[config.mk]
export PLATFORM = sky130hd
export DESIGN_NAME = exp_accel_param
export DESIGN_NICKNAME = d
export VERILOG_FILES = /design/src/rtl/exp_accel_param.sv
export SDC_FILE = /design/constraint.sdc
export NUM_CORES = 1
export LEC_CHECK = 0
export CAP_MARGIN = 20
export CORE_MARGIN = 1
export CORE_UTILIZATION = 65
export CTS_CLUSTER_SIZE = 24
export DETAILED_ROUTE_END_ITERATION = 10
export GPL_ROUTABILITY_DRIVEN = 1
export GPL_TIMING_DRIVEN = 0
export PLACE_DENSITY_LB_ADDON = 0.15
export SETUP_SLACK_MARGIN = 0.5
export SYNTH_ARGS = -nofsm -noshare
export SYNTH_HDL_FRONTEND = slang
export SYNTH_SLANG_ARGS = --single-unit
[constraint.sdc]
create_clock -name clk -period 17.38 [get_ports clk]
set_input_delay 2.607 -clock clk [delete_from_list [all_inputs] [get_ports clk]]
set_output_delay 2.607 -clock clk [all_outputs]
set_load 0.02 [all_outputs]
[src/rtl/exp_accel_param.sv]
`default_nettype none
// ============================================================================
//  Module   : exp_accel_param
//  Purpose  : FIFO-fed iterative Taylor-series e^x engine, x = vi / 2^FRAC_W,
//             with a held request/acknowledge result port.
//             Optional macro EXP_ACCEL_PERF_CNT_EN adds a result counter.
//  Revision : 1.0  initial release
// ============================================================================
module exp_accel_param #(
    parameter int TAG_W      = 2,
    parameter int FRAC_W     = 5,
    parameter int INT_W      = 2,
    parameter int OUT_FRAC_W = 17,
    parameter int TERMS      = 5,
    parameter int DEPTH      = 4
) (
    input  logic                                clk,
    input  logic                                rst,
    input  logic                                inValid,
    output logic                                inReady,
    input  logic [TAG_W-1:0]                    ui,
    input  logic [FRAC_W-1:0]                   vi,
    output logic                                wrReq,
    input  logic                                wrAck,
    output logic [TAG_W+INT_W+OUT_FRAC_W-1:0]   wrData,
    output logic                                done,
    output logic                                busy
`ifdef EXP_ACCEL_PERF_CNT_EN
    ,
    output logic [15:0]                         resultCount,
    input  logic                                cntClr
`endif
);

    localparam int c_addr_w  = $clog2(DEPTH);
    localparam int c_k_w     = $clog2(TERMS);
    localparam int c_recip_n = 1 << c_k_w;
    localparam int c_term_w  = OUT_FRAC_W + 1;
    localparam int c_sum_w   = INT_W + OUT_FRAC_W;
    localparam int c_entry_w = TAG_W + FRAC_W;

    localparam logic [c_term_w-1:0] c_one_term = c_term_w'(1) << OUT_FRAC_W;
    localparam logic [c_sum_w-1:0]  c_one_sum  = c_sum_w'(1) << OUT_FRAC_W;
    localparam logic [c_addr_w:0]   c_full_cnt = (c_addr_w + 1)'(DEPTH);
    localparam logic [c_k_w-1:0]    c_last_k   = c_k_w'(TERMS - 1);

    typedef enum logic [2:0] {
        ST_IDLE = 3'd0,
        ST_LOAD = 3'd1,
        ST_MULX = 3'd2,
        ST_MULC = 3'd3,
        ST_OUT  = 3'd4
    } state_t;

    state_t                 r_state, w_state_nxt;
    logic                   r_done, w_done_nxt;

    logic [c_entry_w-1:0]   r_mem [DEPTH];
    logic [c_addr_w-1:0]    r_wr_ptr, r_rd_ptr;
    logic [c_addr_w:0]      r_count, w_count_nxt;
    logic                   r_in_ready;
    logic                   w_push, w_pop, w_empty;

    logic [TAG_W-1:0]       r_tag;
    logic [FRAC_W-1:0]      r_x;
    logic [c_term_w-1:0]    r_term;
    logic [c_sum_w-1:0]     r_sum;
    logic [c_k_w-1:0]       r_k;

    logic [c_term_w-1:0]          w_recip [c_recip_n];
    logic [c_term_w+FRAC_W-1:0]   w_px;
    logic [2*c_term_w-1:0]        w_pr;
    logic [c_term_w-1:0]          w_term_c;
    logic [c_sum_w:0]             w_sum_ext;
    logic                         w_unused_bits;

    // Reciprocal table R[k] = floor(2^OUT_FRAC_W / k); slots outside 1..TERMS-1 are never selected.
    for (genvar gi = 0; gi < c_recip_n; gi++) begin : g_recip
        if (gi == 0 || gi >= TERMS) begin : g_zero
            assign w_recip[gi] = '0;
        end else begin : g_val
            assign w_recip[gi] = c_term_w'((64'd1 << OUT_FRAC_W) / 64'(gi));
        end
    end

    // ---------------------------------------------------------------- FIFO
    assign w_push  = inValid && r_in_ready;
    assign w_pop   = (r_state == ST_LOAD);
    assign w_empty = (r_count == '0);

    always_comb begin
        w_count_nxt = r_count;
        if (w_push && !w_pop) begin
            w_count_nxt = r_count + 1'b1;
        end else if (!w_push && w_pop) begin
            w_count_nxt = r_count - 1'b1;
        end
    end

    always_ff @(posedge clk) begin
        if (w_push) begin
            r_mem[r_wr_ptr] <= {ui, vi};
        end
    end

    always_ff @(posedge clk) begin
        if (rst) begin
            r_wr_ptr   <= '0;
            r_rd_ptr   <= '0;
            r_count    <= '0;
            r_in_ready <= 1'b1;
        end else begin
            if (w_push) r_wr_ptr <= r_wr_ptr + 1'b1;
            if (w_pop)  r_rd_ptr <= r_rd_ptr + 1'b1;
            r_count    <= w_count_nxt;
            r_in_ready <= (w_count_nxt != c_full_cnt);
        end
    end

    // ----------------------------------------------------------------- FSM
    always_ff @(posedge clk) begin
        if (rst) begin
            r_state <= ST_IDLE;
            r_done  <= 1'b0;
        end else begin
            r_state <= w_state_nxt;
            r_done  <= w_done_nxt;
        end
    end

    always_comb begin
        w_state_nxt = r_state;
        w_done_nxt  = 1'b0;
        case (r_state)
            ST_IDLE: if (!w_empty) w_state_nxt = ST_LOAD;
            ST_LOAD: w_state_nxt = ST_MULX;
            ST_MULX: w_state_nxt = ST_MULC;
            ST_MULC: w_state_nxt = (r_k == c_last_k) ? ST_OUT : ST_MULX;
            ST_OUT: begin
                if (wrAck) begin
                    if (!w_empty) begin
                        w_state_nxt = ST_LOAD;
                    end else begin
                        w_state_nxt = ST_IDLE;
                        w_done_nxt  = 1'b1;
                    end
                end
            end
            default: w_state_nxt = ST_IDLE;
        endcase
    end

    // ------------------------------------------------------------ datapath
    assign w_px      = {{FRAC_W{1'b0}}, r_term} * {{c_term_w{1'b0}}, r_x};
    assign w_pr      = {{c_term_w{1'b0}}, r_term} * {{c_term_w{1'b0}}, w_recip[r_k]};
    assign w_term_c  = w_pr[OUT_FRAC_W +: c_term_w];
    assign w_sum_ext = {1'b0, r_sum} + (c_sum_w + 1)'(w_term_c);
    // Truncated fraction bits; the top product bit is always zero since term and R[k] never exceed 1.0.
    assign w_unused_bits = ^{w_px[FRAC_W-1:0], w_pr[OUT_FRAC_W-1:0], w_pr[2*c_term_w-1]};

    always_ff @(posedge clk) begin
        if (rst) begin
            r_tag  <= '0;
            r_x    <= '0;
            r_term <= '0;
            r_sum  <= '0;
            r_k    <= '0;
        end else begin
            case (r_state)
                ST_LOAD: begin
                    {r_tag, r_x} <= r_mem[r_rd_ptr];
                    r_term       <= c_one_term;
                    r_sum        <= c_one_sum;
                    r_k          <= c_k_w'(1);
                end
                ST_MULX: r_term <= w_px[FRAC_W +: c_term_w];
                ST_MULC: begin
                    r_term <= w_term_c;
                    r_sum  <= w_sum_ext[c_sum_w] ? '1 : w_sum_ext[c_sum_w-1:0];
                    if (r_k != c_last_k) r_k <= r_k + 1'b1;
                end
                default: ;
            endcase
        end
    end

    assign wrReq   = (r_state == ST_OUT);
    assign wrData  = wrReq ? {r_tag, r_sum} : '0;
    assign done    = r_done;
    assign busy    = !w_empty || (r_state != ST_IDLE);
    assign inReady = r_in_ready;

`ifdef EXP_ACCEL_PERF_CNT_EN
    logic [15:0] r_result_count;

    always_ff @(posedge clk) begin
        if (rst || cntClr) begin
            r_result_count <= '0;
        end else if (wrReq && wrAck) begin
            r_result_count <= r_result_count + 1'b1;
        end
    end

    assign resultCount = r_result_count;
`endif

endmodule

`default_nettype wire

== Yosys cells after proc, flatten, opt, wreduce, memory -nomap -nowiden ==
Memories as Yosys holds them, arrays and structs flattened. A register that Yosys moved wholly into a read port is not among the register bits.
Index checks and enable logic that the tools add are counted.
Widths: inputs -> output; s select.

* $add $sub $neg: 6
* Multiply operators: 2
* Magnitude comparators: 1
* Equal/unequal tests: 10
* Muxes and demuxes: 18
* Bitwise gates (word level): 3
* Reduce and logical (&&, ||, !) cells: 15

{| class="wikitable"
|+ Operator list
! cell !! count
|-
| $pmux 18 s3 || 1
|-
| $pmux 19 s2 || 1
|-
| $mux 18 || 2
|-
| $mul 18x18->35 || 1
|-
| $mul 18x5->23 || 1
|-
| $mux 21 || 1
|-
| $add 19x18->20 || 1
|-
| $mux 19 || 1
|-
| $mux 3 || 6
|-
| $pmux 3 s5 || 1
|-
| $add 3x1->3 const B || 2
|-
| $eq 3x2->1 const B || 2
|-
| $eq 3x3->1 const B || 2
|-
| $logic_not 3->1 || 2
|-
| $ne 3x3->1 const B || 2
|-
| $pmux 3 s2 || 1
|-
| $reduce_bool 3->1 || 2
|-
| $add 2x1->2 const B || 2
|-
| $ge 4x4->1 const B || 1
|-
| $mux 1 || 4
|-
| $ne 2x2->1 const B || 2
|-
| $not 3->4 || 1
|-
| $reduce_and 2->1 || 2
|-
| $eq 3x1->1 const B || 1
|-
| other kinds (8) || 13
|}

* Flip-flop bits (word level): 52
* RAM bits: 28
* Bits in read-only memories: 144
* Bits of input ports: 11
* Output and inout bits: 25
* Word-level logic and storage cells: 66
* Memories: 2

{| class="wikitable"
|+ Memory list
! name !! words !! bits a word !! read ports !! clocked after Yosys merged registers in !! write ports !! line !! text
|-
| (no name shown) || 8 || 18 || 1 || 0 || 0 || 155 || <nowiki>assign w_pr = {{c_term_w{1'b0}}, r_term} * {{c_term_w{1'b0}}, w_recip[r_k]};</nowiki>
|-
| r_mem || 4 || 7 || 1 || 1 || 1 || 58 || <nowiki>logic [c_entry_w-1:0] r_mem [DEPTH];</nowiki>
|}

== Depth between registers and ports, before layout ==
* Word-level depth: 8
* Gate-level depth with buffers: 36
* Gate-level depth less buffers: 35

== Least setup slack after synthesis ==
OpenSTA, ideal clock, no wires.

* Path type: register -> register
* Start: register r_k[1]
* End: register r_sum[12]
* Library setup time: 0.132 ns
* Arrival: 7.611 ns
* Slack: 9.637 ns
* Cell stages (with the launch flop): 37
* Buffers on the path: 3
* Clock period less this slack: 7.743 ns
* Path through: dfxtp_1 > inv_1 > ha_1 > nor2b_1 > clkbuf_1 > clkbuf_1 > nand2_1 > fa_1 > fa_1 > inv_1 > fa_1 > inv_1 > fa_1 > fa_1 > fa_1 > inv_1 > ha_1 > nand2_1 > nor2_1 > o21ai_0 > a21boi_0 > o211ai_1 > a21oi_1 > o21ai_0 > a21o_1 > and2_1 > ha_1 > o21ai_0 > a21oi_1 > o211ai_1 > nand4b_1 > a31oi_1 > nor2b_1 > o21a_1 > clkbuf_1 > o21ai_0 > a21oi_1

* Longest elaborated chain between the ends: 8

{| class="wikitable"
|+ Ends and longest elaborated chain
! element !! line !! text
|-
| from (decl) || 68 || <nowiki>logic [c_k_w-1:0] r_k;</nowiki>
|-
| from (signal assigned) || 174 || <nowiki>r_k <= c_k_w'(1);</nowiki>
|-
| from (signal assigned) || 180 || <nowiki>if (r_k != c_last_k) r_k <= r_k + 1'b1;</nowiki>
|-
| $not 3->4 (not written as such) || 155 ||
|-
| $mem_v2 8x18 || -- ||
|-
| $mux 18 (not written as such) (2 in a row) || 155 ||
|-
| $mul 18x18->35 || 155 ||
|-
| $add 19x18->20 || 157 || <nowiki>assign w_sum_ext = {1'b0, r_sum} + (c_sum_w + 1)'(w_term_c);</nowiki>
|-
| $mux 19 || 179 || <nowiki>r_sum <= w_sum_ext[c_sum_w] ? '1 : w_sum_ext[c_sum_w-1:0];</nowiki>
|-
| $pmux 19 s2 || 169 || <nowiki>case (r_state)</nowiki>
|-
| to (signal assigned) || 173 || <nowiki>r_sum <= c_one_sum;</nowiki>
|-
| to (signal assigned) || 179 ||
|-
| to (decl) || 67 || <nowiki>logic [c_sum_w-1:0] r_sum;</nowiki>
|}

No other way between the ends. The select of a mux whose other input is x is not followed.
A chain may end at the register's enable or synchronous reset.

== Worst setup path in the final report ==
Same ends and word-level chain as after synthesis.

==> metrics.md <==
| Metric | Value |
|---|---|
| Io pins | 36 |
| EDFF count, synth | 28 |
| Register area share after synthesis | between 10% and 20% |
| GR Util All Layers | approximately a third |
| Grt met3 use | under 10% |
| Pwr Density | a little under 50 nW/um^2 |
| Area share of the largest cell type after synthesis | around a quarter |
| Diodes inserted | 0 |
| Core area | 19000 sq um |
| Fin Clk Skew | approximately 0.0087 ns |
| Routed wire length per instance | 16.9 um |
| Syn Inst Count | between 1000 and 1500 |
| Top post-synthesis cells by area | fa_1 25%, ha_1 21%, dfxtp_1 9.3%, inv_1 7.4%, edfxtp_1 6.6% |
| DRT iter0 DRCs | roughly 540 |
| Post_cts resized | 0 |
| Post-synth ARST share | 0% |
| M1 GR Usage | roughly 40% |
| Area of the mapped netlist | approximately 13000 sq um |
| Cell with the most instances after synthesis | inv_1 |
| GPL Wtd Cong | 0.943 |
| Most used cell, CP | fa_1 |
| Slowest-stage cell, CP | xnor2_1 |
| CTS tree | done |
| CP Capture Type | flop |
| CTS clk-pin slew, worst paths | about 0.07 ns |
| Fill cells | around 1500 |
| Die Area | 20200 sq um |
| Relative slew slack | between 30% and 40% |
| Clock Power Share | 29.1% |
| M2 GR Usage | between 50% and 60% |
| Pre-CTS WS | roughly 8 ns |
| Peak VDD IR | approximately 0.085 mV |
| Storage cell area | 2020 sq um |
| Synth unique cells | approximately 70 |
| Multi-input gate area | approximately 9600 sq um |
| Critical path peak fanout | 10 |
| Vias per cell | roughly 5.7 |
| Die X | 142 um |
| Antenna-violating nets left | 0 |
| Htree depth | 3 |
| Clock sinks | 87 |
| RSZ-0062 raised after global routing | no |
| Status | completed |
| Share of cells above drive strength 1 | 2.46% |
| Hold buffer count at CTS | 0 |
| Largest net degree at the start of global routing | 19 |
| Total Wirelength | a little under 30000 um |
| Largest area contributor in the netlist | fa_1 |
| Root buf cell | clkbuf_16 |
| Sum Neg Setup Slack | 0 ns |
| Hold Violations, Final | 0 |
| Layout area overhead | 7.55% |
| CTS Buf Count | 9 |
| Setup CP Type | reg -> reg |
| Busiest grt layer | met2 |
| CP Buf/Inv Count | 7 |
| Net Count, Synth | around 1800 |
| Port Buffer Count | 34 |
| Syn avg cell area | roughly 9.0 sq um |
| Combinational share of power | around 34% |
| Die H | ~140 um |
| Main synth FF type | dfxtp_1 |
| Sw Ratio | around two fifths |
| Crit path launch type | flop |
| Hold Crit Class | reg -> reg |
| Worst Tran Pin Value | around 0.96 ns |
| Vias | slightly below 10000 |
| Pins Over Slew Limit | 0 |
| Clk Latency, worst-skew pair | approximately 0.36 ns |
| Achievable Freq | between 100 and 150 MHz |
| Post-CTS setup repair buffer count | 0 |
| GRT overflow | 0 |
| Sw power | between 200 and 300 uW |
| Post-detail-place hpwl | 24300 um |
| Site Rows | 50 |
| First-pass GRT wire length | 48900 um |
| Yosys reg bits | slightly below 90 |
| Biggest cell delay along the critical path | about 0.55 ns |
| Initial antenna violation count | 0 |
| Ys Warns | 0 |
| Commonest cells post-synth | 250 x inv_1, 209 x ha_1, 165 x nand2_1 |
| Number of global-route vias before repair | ~10000 |
| # Max-Cap Violations | 0 |
| DRC | 0 |
| Crit share post-route | 55.3% |
| Worst EP arrival | 9.82 ns |
| Min cycle time layout | roughly 9.6 ns |
| Setup ws final | 7.78 ns |
| Nets | ~1800 |
| Cell-internal power | ~410 uW |
| Leakage power | 0.00704 uW |
| Initial core utilization | between 60% and 70% |
| Final setup violation count | 0 |
| DRT Pass-1 Iters | 6 |
| Critical path data required time | ~18 ns |
| Delay-heaviest family, CP | adder cells |
| Clk buf depth | 2 |
| Part of the power in registers | a little under two fifths |
## layout make-up
cell class	count	area share, %
repair buffers	35	2.52
multi-input cells	1022	69.8
well taps	260	2.37
clock inverters	7	0.493
plain buffers	56	1.59
clock buffers	9	1.64
flip-flops and latches	87	14.7
inverters	250	6.84
## flip-flops by register name, summed over array words and instances (netlist names)
name      count
r_mem        28
r_state       3
inReady       1
r_sum        19
done          1
r_rd_ptr      2
r_term       18
r_tag         2
r_x           5
r_wr_ptr      2
r_count       3
r_k           3
## layout by cell type, fill, tap and decap left out, drive strengths merged, types with 3 or more instances in the layout
master,netlist,routed
a21boi,3,3
a222oi,8,8
o21a,8,8
clkdlybuf4s50,0,34
a31oi,5,5
xor2,11,11
nand2b,5,5
or3,4,4
a22oi,4,4
dfxtp,59,59
or2,3,3
a21oi,67,67
mux4,7,7
ha,209,209
and2,79,79
clkbuf,48,57
fa,159,159
nand3,9,9
a21o,15,15
o22ai,3,3
nor3,10,10
o21ai,46,46
nand2,165,165
buf,8,9
nand4,8,8
xnor2,41,41
inv,250,256
o211ai,4,4
o21bai,3,3
nor2,67,67
edfxtp,28,28
and3,27,27
nor2b,9,9
a211oi,5,5
## routing by layer
metal | share of wire [%] | up-vias
li1 | - | 4695
met1 | 43 | 4794
met2 | 49 | 251
met3 | 4.4 | 69
met4 | 3.9 | 0
met5 | 0 | -
## power groups by stage
stage	combinational, uW	sequential [uW]	clock, uW
6_report	230	250	197
5_1_grt	256	252	206
4_1_cts	228	249	198
3_5_place_dp	226	254	0
3_3_place_gp	222	252	0
2_1_floorplan	160	249	0
## kinds of logic after synthesis
| logic type | Yosys count | share of synthesized area (%) |
|---|---|---|
| adder cells (fa/ha/maj) | 368 | 45.5 |
| AO/OA/AOI/OAI | 196 | 9.71 |
| flip-flops | 87 | 15.9 |
| XOR/XNOR | 52 | 3.57 |
| multiplexers | 9 | 1.40 |
| AND/OR/NAND/NOR | 397 | 14.9 |
| buffers and inverters | 306 | 9.06 |
## worst paths after layout
check | start | endpoint | slack, ns | cells past startpoint
worst max-delay path | r_k[1] | r_sum[12] | 7.78 | 35
worst min-delay path | r_tag[1] | r_tag[1] | 0.46 | 2
worst max register to register | r_k[1] | r_sum[12] | 7.78 | 35
worst min register to register | r_tag[1] | r_tag[1] | 0.46 | 2
## stage by stage
stage | cells | hold WS, ns | total power (uW) | instance area [sq um] | utilization (%)
5_1_grt | 1726 | 0.494 | 714 | 13700 | 72.4
4_1_cts | 1726 | 0.459 | 675 | 13700 | 72.4
6_report | 1726 | 0.461 | 676 | 13700 | 72.4
2_1_floorplan | 1415 | 0.432 | 409 | 12800 | -
3_5_place_dp | 1710 | 0.449 | 480 | 13400 | 70.8
3_3_place_gp | 1709 | 0.449 | 474 | 13400 | 70.8
## worst register-to-register path, delay by kind of cell (launching register included)
kind | cells | cell delay, ns
flops | 1 | 0.34
buf+inv | 7 | 1.32
xor+xnor | 1 | 0.55
compound gates | 11 | 2.62
simple gates | 7 | 0.73
fa+ha+maj | 9 | 3.91
Power figures use the tool's default switching activity.
